$ cat config.mk
export PLATFORM = sky130hd
export DESIGN_NAME = sha256_avalon_slave
export DESIGN_NICKNAME = d
export VERILOG_FILES = /design/src/rtl/sha256_avalon_slave.sv
export SDC_FILE = /design/constraint.sdc
export NUM_CORES = 1
export LEC_CHECK = 0
export CAP_MARGIN = 30
export CORE_AREA = 2 2 325 327
export CTS_CLUSTER_SIZE = 40
export DETAILED_ROUTE_END_ITERATION = 10
export DIE_AREA = 0 0 327 329
export PLACE_DENSITY = 0.65
export SKIP_CTS_REPAIR_TIMING = 1
export SLEW_MARGIN = 25
export SYNTH_ARGS = -nofsm -noshare
export SYNTH_HDL_FRONTEND = slang
export SYNTH_SLANG_ARGS = --single-unit
$ cat constraint.sdc
create_clock -name clk -period 7.94 [get_ports clk]
set_clock_uncertainty 0.05 [all_clocks]
set_input_delay 0.794 -clock clk [delete_from_list [all_inputs] [get_ports clk]]
set_output_delay 0.794 -clock clk [all_outputs]
set_load 0.05 [all_outputs]
$ cat src/rtl/sha256_avalon_slave.sv
// Avalon-MM front end for a SHA-256 compression core: message block, control/status,
// start/done handshake guarded by a watchdog, and digest readback.
module sha256_avalon_slave #(
  parameter int ADDR_W         = 5,
  parameter int TIMEOUT_CYCLES = 1024,
  parameter int CNT_W          = 11
) (
  input  logic              clk,
  input  logic              reset_n,
  input  logic [ADDR_W-1:0] avs_address,
  input  logic              avs_write,
  input  logic [31:0]       avs_writedata,
  input  logic              avs_read,
  output logic [31:0]       avs_readdata,
  output logic              core_start,
  output logic              core_init,
  output logic [511:0]      core_block,
  input  logic              core_done,
  input  logic [255:0]      core_digest,
  output logic              irq
);

  typedef enum logic [1:0] {S_IDLE, S_START, S_WAIT, S_LATCH} state_t;

  localparam logic [ADDR_W-1:0] A_CTRL   = ADDR_W'(16);
  localparam logic [ADDR_W-1:0] A_STATUS = ADDR_W'(17);
  localparam logic [ADDR_W-4:0] DIG_TAG  = (ADDR_W-3)'(3);
  localparam logic [CNT_W-1:0]  CNT_LAST = CNT_W'(TIMEOUT_CYCLES - 1);

  state_t           state;
  logic [31:0]      msg    [16];
  logic [31:0]      digest [8];
  logic             ctrl_init, ctrl_irq_en, sts_done, sts_err;
  logic [CNT_W-1:0] wd_cnt;
  logic             busy, wr_msg, wr_ctrl, wr_status, start_req, launch;
  logic             hw_done, hw_err;
  logic [31:0]      rd_mux;

  always_comb begin
    busy      = (state != S_IDLE);
    wr_msg    = avs_write && (avs_address[ADDR_W-1:4] == '0);
    wr_ctrl   = avs_write && (avs_address == A_CTRL);
    wr_status = avs_write && (avs_address == A_STATUS);
    start_req = wr_ctrl && avs_writedata[0];
    launch    = start_req && (state == S_IDLE);
    hw_done   = (state == S_LATCH);
    // Blocked writes and watchdog expiry both flag ERR; a late core_done beats the watchdog.
    hw_err    = (busy && (wr_msg || start_req)) ||
                ((state == S_WAIT) && !core_done && (wd_cnt == CNT_LAST));
  end

  always_comb begin
    core_block = '0;
    for (int i = 0; i < 16; i++) core_block[511-32*i -: 32] = msg[i];
  end

  always_comb begin
    rd_mux = '0;
    if (avs_address[ADDR_W-1:4] == '0)
      rd_mux = msg[avs_address[3:0]];
    else if (avs_address == A_CTRL)
      rd_mux = {29'd0, ctrl_irq_en, ctrl_init, 1'b0};
    else if (avs_address == A_STATUS)
      rd_mux = {29'd0, sts_err, sts_done, busy};
    else if (avs_address[ADDR_W-1:3] == DIG_TAG)
      rd_mux = digest[avs_address[2:0]];
  end

  assign irq = sts_done && ctrl_irq_en;

  always_ff @(posedge clk) begin
    if (!reset_n) begin
      state      <= S_IDLE;
      core_start <= 1'b0;
      core_init  <= 1'b0;
      wd_cnt     <= '0;
    end else begin
      core_start <= 1'b0;
      case (state)
        S_IDLE: if (start_req) begin
          state      <= S_START;
          core_start <= 1'b1;
          core_init  <= avs_writedata[1];
        end
        S_START: begin
          state  <= S_WAIT;
          wd_cnt <= '0;
        end
        S_WAIT: begin
          if (core_done)                state  <= S_LATCH;
          else if (wd_cnt == CNT_LAST)  state  <= S_IDLE;
          else                          wd_cnt <= wd_cnt + 1'b1;
        end
        S_LATCH: state <= S_IDLE;
        default: state <= S_IDLE;
      endcase
    end
  end

  always_ff @(posedge clk) begin
    if (!reset_n) begin
      for (int i = 0; i < 16; i++) msg[i] <= '0;
      for (int i = 0; i < 8; i++)  digest[i] <= '0;
      ctrl_init    <= 1'b0;
      ctrl_irq_en  <= 1'b0;
      sts_done     <= 1'b0;
      sts_err      <= 1'b0;
      avs_readdata <= '0;
    end else begin
      if (wr_msg && !busy) msg[avs_address[3:0]] <= avs_writedata;
      if (wr_ctrl) begin
        ctrl_init   <= avs_writedata[1];
        ctrl_irq_en <= avs_writedata[2];
      end
      if (hw_done)
        for (int i = 0; i < 8; i++) digest[i] <= core_digest[255-32*i -: 32];
      // Hardware set takes priority over a software write-1-clear in the same cycle.
      if (launch) begin
        sts_done <= 1'b0;
        sts_err  <= 1'b0;
      end else begin
        if (hw_done)                              sts_done <= 1'b1;
        else if (wr_status && avs_writedata[1])   sts_done <= 1'b0;
        if (hw_err)                               sts_err  <= 1'b1;
        else if (wr_status && avs_writedata[2])   sts_err  <= 1'b0;
      end
      if (avs_read) avs_readdata <= rd_mux;
    end
  end

endmodule

==> impl_metrics.py, run 1 <==
metrics = {
    "die": {
        "die_w_um": 327,
        "initial_core_util_pct": 35.2,
        "rows": 119,
        "dieHeight_um": 329,
        "die-area_um2": 108000,
        "coreArea_um2": 104000,
        "io_pins": 845,
    },
    "sta": {
        "hold_viol": 0,
        "fin_setup_tns_ns": 0,
        "slew_headroom_pct": 29.8,
        "rsz0062_at_grt": "false",
        "whs_ns": 0.437,
        "slew_viol_final": 0,
        "fin_crit_sh_pct": 47.8,
        "max_freq_ghz": 0.264,
        "fin_ws_ns": 4.15,
        "period_minus_slack_ns": 3.79,
        "worst_pin_slew_ns": 1.05,
        "setup_viol": 0,
    },
    "critical_path": {
        "r2r-start": "state[1]$_SDFFE_PN0P_",
        "crit_path_start_kind": "input pin",
        "timing.critical_path.mode_cell": "buf_4",
        "crit_required_ns": 8.22,
        "cp_cell_sequence": "buf_8 -> buf_4 -> and2b_1 -> nand3_1 -> o21ai_4 -> buf_4",
        "crit_arrival_ns": 4.07,
        "endpoint_kind": "flip-flop",
        "r2r_cells": 5,
        "slowest_stage": "o21ai_4",
        "worst-path-max-fanout": 74,
        "crit_type": "input pin to flip-flop",
        "cp_slowest_stage_delay_ns": 0.83,
        "crit_start": "avs_address[0]",
    },
    "placement": {
        "place_ws_ns": 3.48,
        "port_buffers": 844,
        "gp_congestion": 0.888,
        "dpl.hpwl_um": 113000,
        "place_area_um2": 46900,
    },
    "grt": {
        "grt_usage_pct": 28.3,
        "first_global_vias": 25600,
        "antenna_found_initial": 21,
        "grt_max_degree": 201,
        "gr-usage-met1_pct": 34.9,
        "grt_overflow": 0,
        "top_usage_layer": "met2",
        "use_met3_pct": 7.32,
        "grt_pass1_wl_um": 212000,
        "use_met2_pct": 48.4,
    },
    "clock_tree": {
        "htreeDepth": 3,
        "cts_tree": "built",
        "insertion_delay_ns": 0.68,
        "clkTransAtPathRegs_ns": 0.06,
        "cts-root-buf": "clkbuf_16",
        "ctsLongestPathBuffers": 3,
        "clock-sinks": 819,
        "numCtsBuffers": 93,
    },
    "pwr": {
        "seqPwrFrac_pct": 45.7,
        "ir_drop_mv": 0.165,
        "switching_share_pct": 28.1,
        "comb_power_share_pct": 15.5,
        "netSwitchingPower_mw": 3.14,
        "power_mw": 11.2,
        "powerDensity_nw_per_um2": 224,
        "pwr-share-clk_pct": 38.9,
        "p_int_mw": 8.06,
        "p_leak_nw": 17.9,
    },
    "yosys": {
        "ys.warnings.count": 0,
        "ys_ff_latch": 819,
        "syn_area_um2": 36800,
        "synthesis.nets": 2842,
        "synth_edf_count": 768,
        "syn_inst": 2543,
        "synth_ff_type": "edfxtp_1",
        "ys_seq_area_share_pct": 65.5,
        "postSynth.asyncResetShare_pct": 0,
        "syn_area_per_cell_um2": 14.5,
        "synth_cell_types": 58,
    },
    "cells_and_area": {
        "layout.nets": 3626,
        "final_layout_size_suffix_gt1_share_pct": 10.1,
        "postLayoutCellArea_um2": 50000,
        "syn2layout_area_growth_pct": 35.8,
        "fillCellCount": 9060,
    },
    "job": {
        "cap_violations": 0,
    },
    "detailed_routing": {
        "wirelength_um": 157000,
        "drcViolationCount": 0,
        "final_antenna_net_count": 0,
        "vias": 25800,
        "drt_iter0_drc": 2734,
        "avgRoutedWirePerCell_um": 32.6,
        "dr.pass1.iters": 5,
        "viasPerCell": 5.37,
    },
    "min_path": {
        "hold_depth": 1,
        "hold_start": "wd_cnt[10]$_SDFFE_PN0P_",
        "hold_path.class": "flip-flop to flip-flop",
    },
    "status": {
        "status": "completed",
    },
}
synth_stat cells, drive strengths merged, types with 10 or more instances:
| library cell | number | area (um2) |
|---|---|---|
| mux2i | 193 | 1930 |
| nand3 | 10 | 50.1 |
| a22o | 29 | 254 |
| dfxtp | 51 | 1020 |
| a21oi | 35 | 175 |
| mux4 | 97 | 2180 |
| a31oi | 62 | 388 |
| nor2 | 24 | 92.6 |
| clkbuf | 161 | 607 |
| a22oi | 38 | 285 |
| a221oi | 28 | 245 |
| nand2 | 58 | 218 |
| edfxtp | 768 | 23100 |
| nand2b | 13 | 81.3 |
| buf | 49 | 359 |
| o21ai | 74 | 370 |
| nor2b | 11 | 68.8 |
| and2 | 775 | 4850 |
layer usage:
layer	share of wire, %	wire (um)
met5	0.052	81
met4	3.7	5800
met3	8.7	13600
met2	50	77700
met1	38	59400
logic make-up after synthesis:
kind of cell | Yosys count | share of synthesized area, %
xor gates and xnor gates | 3 | 0.0715
DFF | 819 | 65.5
and+or+nand+nor | 921 | 15.2
muxes | 294 | 11.3
AOI/OAI and AO/OA | 290 | 5.20
adders and majority gates | 1 | 0.0340
buffers and inverters | 215 | 2.68
final timing paths:
check	end	slack [ns]
worst max register to register	msg[12][30]$_SDFFCE_PN0P_	4.58
worst min-delay path	wd_cnt[10]$_SDFFE_PN0P_	0.44
worst max-delay path	msg[5][28]$_SDFFCE_PN0P_	4.15
worst min register to register	wd_cnt[10]$_SDFFE_PN0P_	0.44
power by group through the flow:
stage | combinational [mW] | clock, mW | sequential [mW]
floorplan | 0.387 | 0 | 5.71
CTS | 1.74 | 4.40 | 5.11
finish | 1.73 | 4.35 | 5.11
global placement | 1.73 | 0 | 5.20
detailed placement | 1.74 | 0 | 5.20
global route | 1.79 | 4.56 | 5.13
area by class of cell:
type                            instances  area [um2]  share of cell area, %
Antenna cell                           12        30.0                 0.0601
Clock buffer                          125        2560                   5.13
Clock inverter                         47         463                  0.927
Inverter                                5        18.8                 0.0376
Multi-Input combinational cell       1509       12000                   24.0
Sequential cell                       819       24100                   48.2
Tap cell                             1391        1740                   3.48
Timing Repair Buffer                  899        9050                   18.1
worst max-delay path, delay by kind of cell:
family | cells | cell delay (ns)
and+or+nand+nor | 2 | 0.77
buffers and inverters | 3 | 1.58
AOI/OAI and AO/OA | 1 | 0.83
layout by cell type (no fill, tap or decap), drive strengths merged, types with 11 or more instances in the layout:
| cell | netlist | layout |
|---|---|---|
| nor2 | 24 | 24 |
| a22o | 29 | 29 |
| edfxtp | 768 | 768 |
| and2 | 775 | 775 |
| a221oi | 28 | 28 |
| nand2 | 58 | 58 |
| nand2b | 13 | 13 |
| a21oi | 35 | 35 |
| mux4 | 97 | 97 |
| clkdlybuf4s50 | 0 | 839 |
| clkbuf | 161 | 126 |
| buf | 49 | 59 |
| a31oi | 62 | 62 |
| a22oi | 38 | 38 |
| diode | 0 | 12 |
| nor2b | 11 | 11 |
| o21ai | 74 | 74 |
| clkinv | 0 | 31 |
| inv | 5 | 12 |
| mux2i | 193 | 193 |
| dfxtp | 51 | 51 |
registers in the layout, indices dropped and copies added (netlist names):
signal        count
digest          256
core_init         1
avs_readdata     32
state             2
ctrl_irq_en       1
ctrl_init         1
sts_done          1
wd_cnt           11
sts_err           1
msg             512
core_start        1
stage by stage:
stage	cells	utilization (%)
floorplan	2543	-
global placement	4607	44.7
detailed placement	4620	44.9
CTS	4792	47.8
global route	4804	47.9
finish	4807	47.9
Note: power is estimated with default switching activity, not from simulation.
==> run 2: changes to the inputs <==
Settings changed: PLACE_DENSITY 0.65 to 0.63.
Clock period 7.94 ns to 3.95 ns, I/O delays scaled along.
==> run 2 against run 1 <==
- worst hold slack got worse by 0.30 ns
- global-route usage rose by 0.14 points
- register-to-register slack got worse by 3.2 ns
- critical path depth fell by 4
- highest routed layer unchanged
- flip-flop and latch count did not move
- non-clock buffer count rose by 43
- sequential power rose by 100%
- die area did not move
==> impl_metrics.py, run 2 (synthesized netlist as in run 1, its figures left out) <==
metrics = {
    "placement": {
        "place_area_um2": 47200,
        "place_inst": 4664,
        "dpl.hpwl_um": 116000,
        "gp_congestion": 0.884,
        "port_buffers": 844,
        "place_ws_ns": 0.557,
    },
    "min_path": {
        "hold_path.class": "input pin to flip-flop",
        "hold_start": "reset_n",
    },
    "detailed_routing": {
        "dr.pass1.iters": 6,
        "viasPerCell": 5.36,
        "drcViolationCount": 0,
        "wirelength_um": 157000,
        "drt_iter0_drc": 2390,
        "vias": 26000,
        "final_antenna_net_count": 0,
        "avgRoutedWirePerCell_um": 32.4,
    },
    "critical_path": {
        "worst-path-max-fanout": 3,
        "timing.rr.end": "msg[8][26]$_SDFFCE_PN0P_",
        "cp_slowest_stage_delay_ns": 0.99,
        "crit_start": "sts_done$_SDFFE_PP0P_",
        "cp_cell_sequence": "and2_1 -> clkdlybuf4s50_1",
        "path_buf_inv": 1,
        "crit_arrival_ns": 2.25,
        "crit_path_start_kind": "flip-flop",
        "r2r-start": "state[1]$_SDFFE_PN0P_",
        "r2r_cells": 5,
        "path_depth": 2,
        "endpoint_kind": "output port",
        "r2r_slack_ns": 1.42,
        "cp_top_family": "buffers and inverters",
        "endpoint": "irq",
        "crit_required_ns": 3.50,
        "crit_type": "flip-flop to output port",
        "slowest_stage": "clkdlybuf4s50_1",
    },
    "cells_and_area": {
        "mostFrequentLayoutCells": "clkdlybuf4s50_1 (838), and2_1 (774), edfxtp_1 (768), mux2i_1 (193)",
        "top_register": "msg",
        "largest_register_ffs": 512,
        "reg_top3": "msg x512, digest x256, avs_readdata x32",
        "postLayoutCellArea_um2": 50400,
        "final_common_cell": "clkdlybuf4s50_1",
        "fillCellCount": 8987,
        "final_layout_size_suffix_gt1_share_pct": 11.4,
        "layout.nets": 3669,
        "instances_no_fill": 4847,
        "syn2layout_area_growth_pct": 37.0,
    },
    "clock_tree": {
        "htreeDepth": 3,
        "cts-root-buf": "clkbuf_16",
        "ctsLongestPathBuffers": 3,
        "numCtsBuffers": 93,
        "clock-sinks": 819,
        "clkTransAtPathRegs_ns": 0.06,
        "insertion_delay_ns": 0.68,
        "cts_tree": "built",
    },
    "pwr": {
        "p_int_mw": 16.3,
        "ir_drop_mv": 0.357,
        "netSwitchingPower_mw": 6.36,
        "switching_share_pct": 28.0,
        "comb_power_share_pct": 15.6,
        "p_leak_nw": 18.1,
        "seqPwrFrac_pct": 45.2,
        "powerDensity_nw_per_um2": 450,
        "pwr-share-clk_pct": 39.2,
    },
    "die": {
        "rows": 119,
        "initial_core_util_pct": 35.2,
        "coreArea_um2": 104000,
        "io_pins": 845,
        "dieHeight_um": 329,
        "die-area_um2": 108000,
        "die_w_um": 327,
    },
    "sta": {
        "whs_ns": 0.135,
        "hold_viol": 0,
        "slew_viol_final": 0,
        "setup_viol": 0,
        "fin_ws_ns": 1.25,
        "slew_headroom_pct": 36.3,
        "fin_crit_sh_pct": 68.3,
        "fin_setup_tns_ns": 0,
        "worst_pin_slew_ns": 0.953,
        "rsz0062_at_grt": "false",
        "period_minus_slack_ns": 2.70,
        "max_freq_ghz": 0.371,
    },
    "grt": {
        "grt_overflow": 0,
        "grt_usage_pct": 28.5,
        "first_global_vias": 25900,
        "grt_max_degree": 88,
        "antenna_found_initial": 13,
        "grt_pass1_wl_um": 213000,
    },
    "status": {
        "status": "completed",
    },
    "job": {
        "cap_violations": 0,
    },
}
## run 2: cell types whose count changed in the layout (fill, tap and decap cells not counted), moves of 3 or more
cell        previous run  this run
clkbuf_1              25        17
clkbuf_8               3         0
clkinv_2              17        22
bufinv_16              8        11
buf_4                 39        78
clkinv_1              13        18
diode_2               12         6
clkinvlp_4             1         6
buf_12                 8        14
inv_6                  6         2
## run 2: metal layers
layer  up-vias  share of wire (%)  routed length [um]  track usage (%)
met1     13400                 39               60700             35.5
met4         6                3.7                5780             9.32
met2      1297                 49               77400             48.4
met3       250                8.4               13100             7.33
met5         -              0.024                  37                0
li1      11100                  -                   -                -
## run 2: per-stage QoR
| stage | power [mW] | utilization (%) |
|---|---|---|
| after floorplan | 12.2 | - |
| after global placement | 14.0 | 45.1 |
| after detailed placement | 14.0 | 45.3 |
| after CTS | 22.8 | 48.2 |
| after global routing | 23.3 | 48.3 |
| final | 22.7 | 48.3 |
## run 2: cell type report
type | count | area (um2) | share of cell area, %
clock buffer | 114 | 2490 | 4.94
tap | 1391 | 1740 | 3.45
antenna | 6 | 15.0 | 0.0298
timing repair buffer | 942 | 9440 | 18.7
multi-input combinational | 1509 | 12000 | 23.8
clock inverter | 61 | 603 | 1.20
sequential | 819 | 24100 | 47.8
inverter | 5 | 18.8 | 0.0372
## run 2: worst min path at each step
stage | to | slack [ns] | depth (start not counted)
2_1_floorplan | ctrl_init$_SDFFE_PN0N_ | 0.39 | 2
3_3_place_gp | ctrl_init$_SDFFE_PN0N_ | 0.40 | 2
3_5_place_dp | wd_cnt[1]$_SDFFE_PN0P_ | 0.43 | 2
4_1_cts | sts_done$_SDFFE_PP0P_ | 0.08 | 3
5_1_grt | sts_done$_SDFFE_PP0P_ | 0.14 | 3
6_report | sts_done$_SDFFE_PP0P_ | 0.13 | 3
## run 2: worst register-to-register path, stage by stage (launching register included)
cell and delay, ns:
dfxtp_1 0.44, or3b_2 0.54, nor2_1 0.18, and3_2 0.20
nand2b_2 0.49, buf_4 0.33
## run 2: power by group through the flow
stage          clock network [mW]  registers [mW]  logic, mW
3_3_place_gp                    0            10.4       3.55
3_5_place_dp                    0            10.4       3.55
4_1_cts                      9.02            10.3       3.57
5_1_grt                      9.34            10.3       3.66
2_1_floorplan                   0            11.4      0.778
6_report                     8.89            10.3       3.54
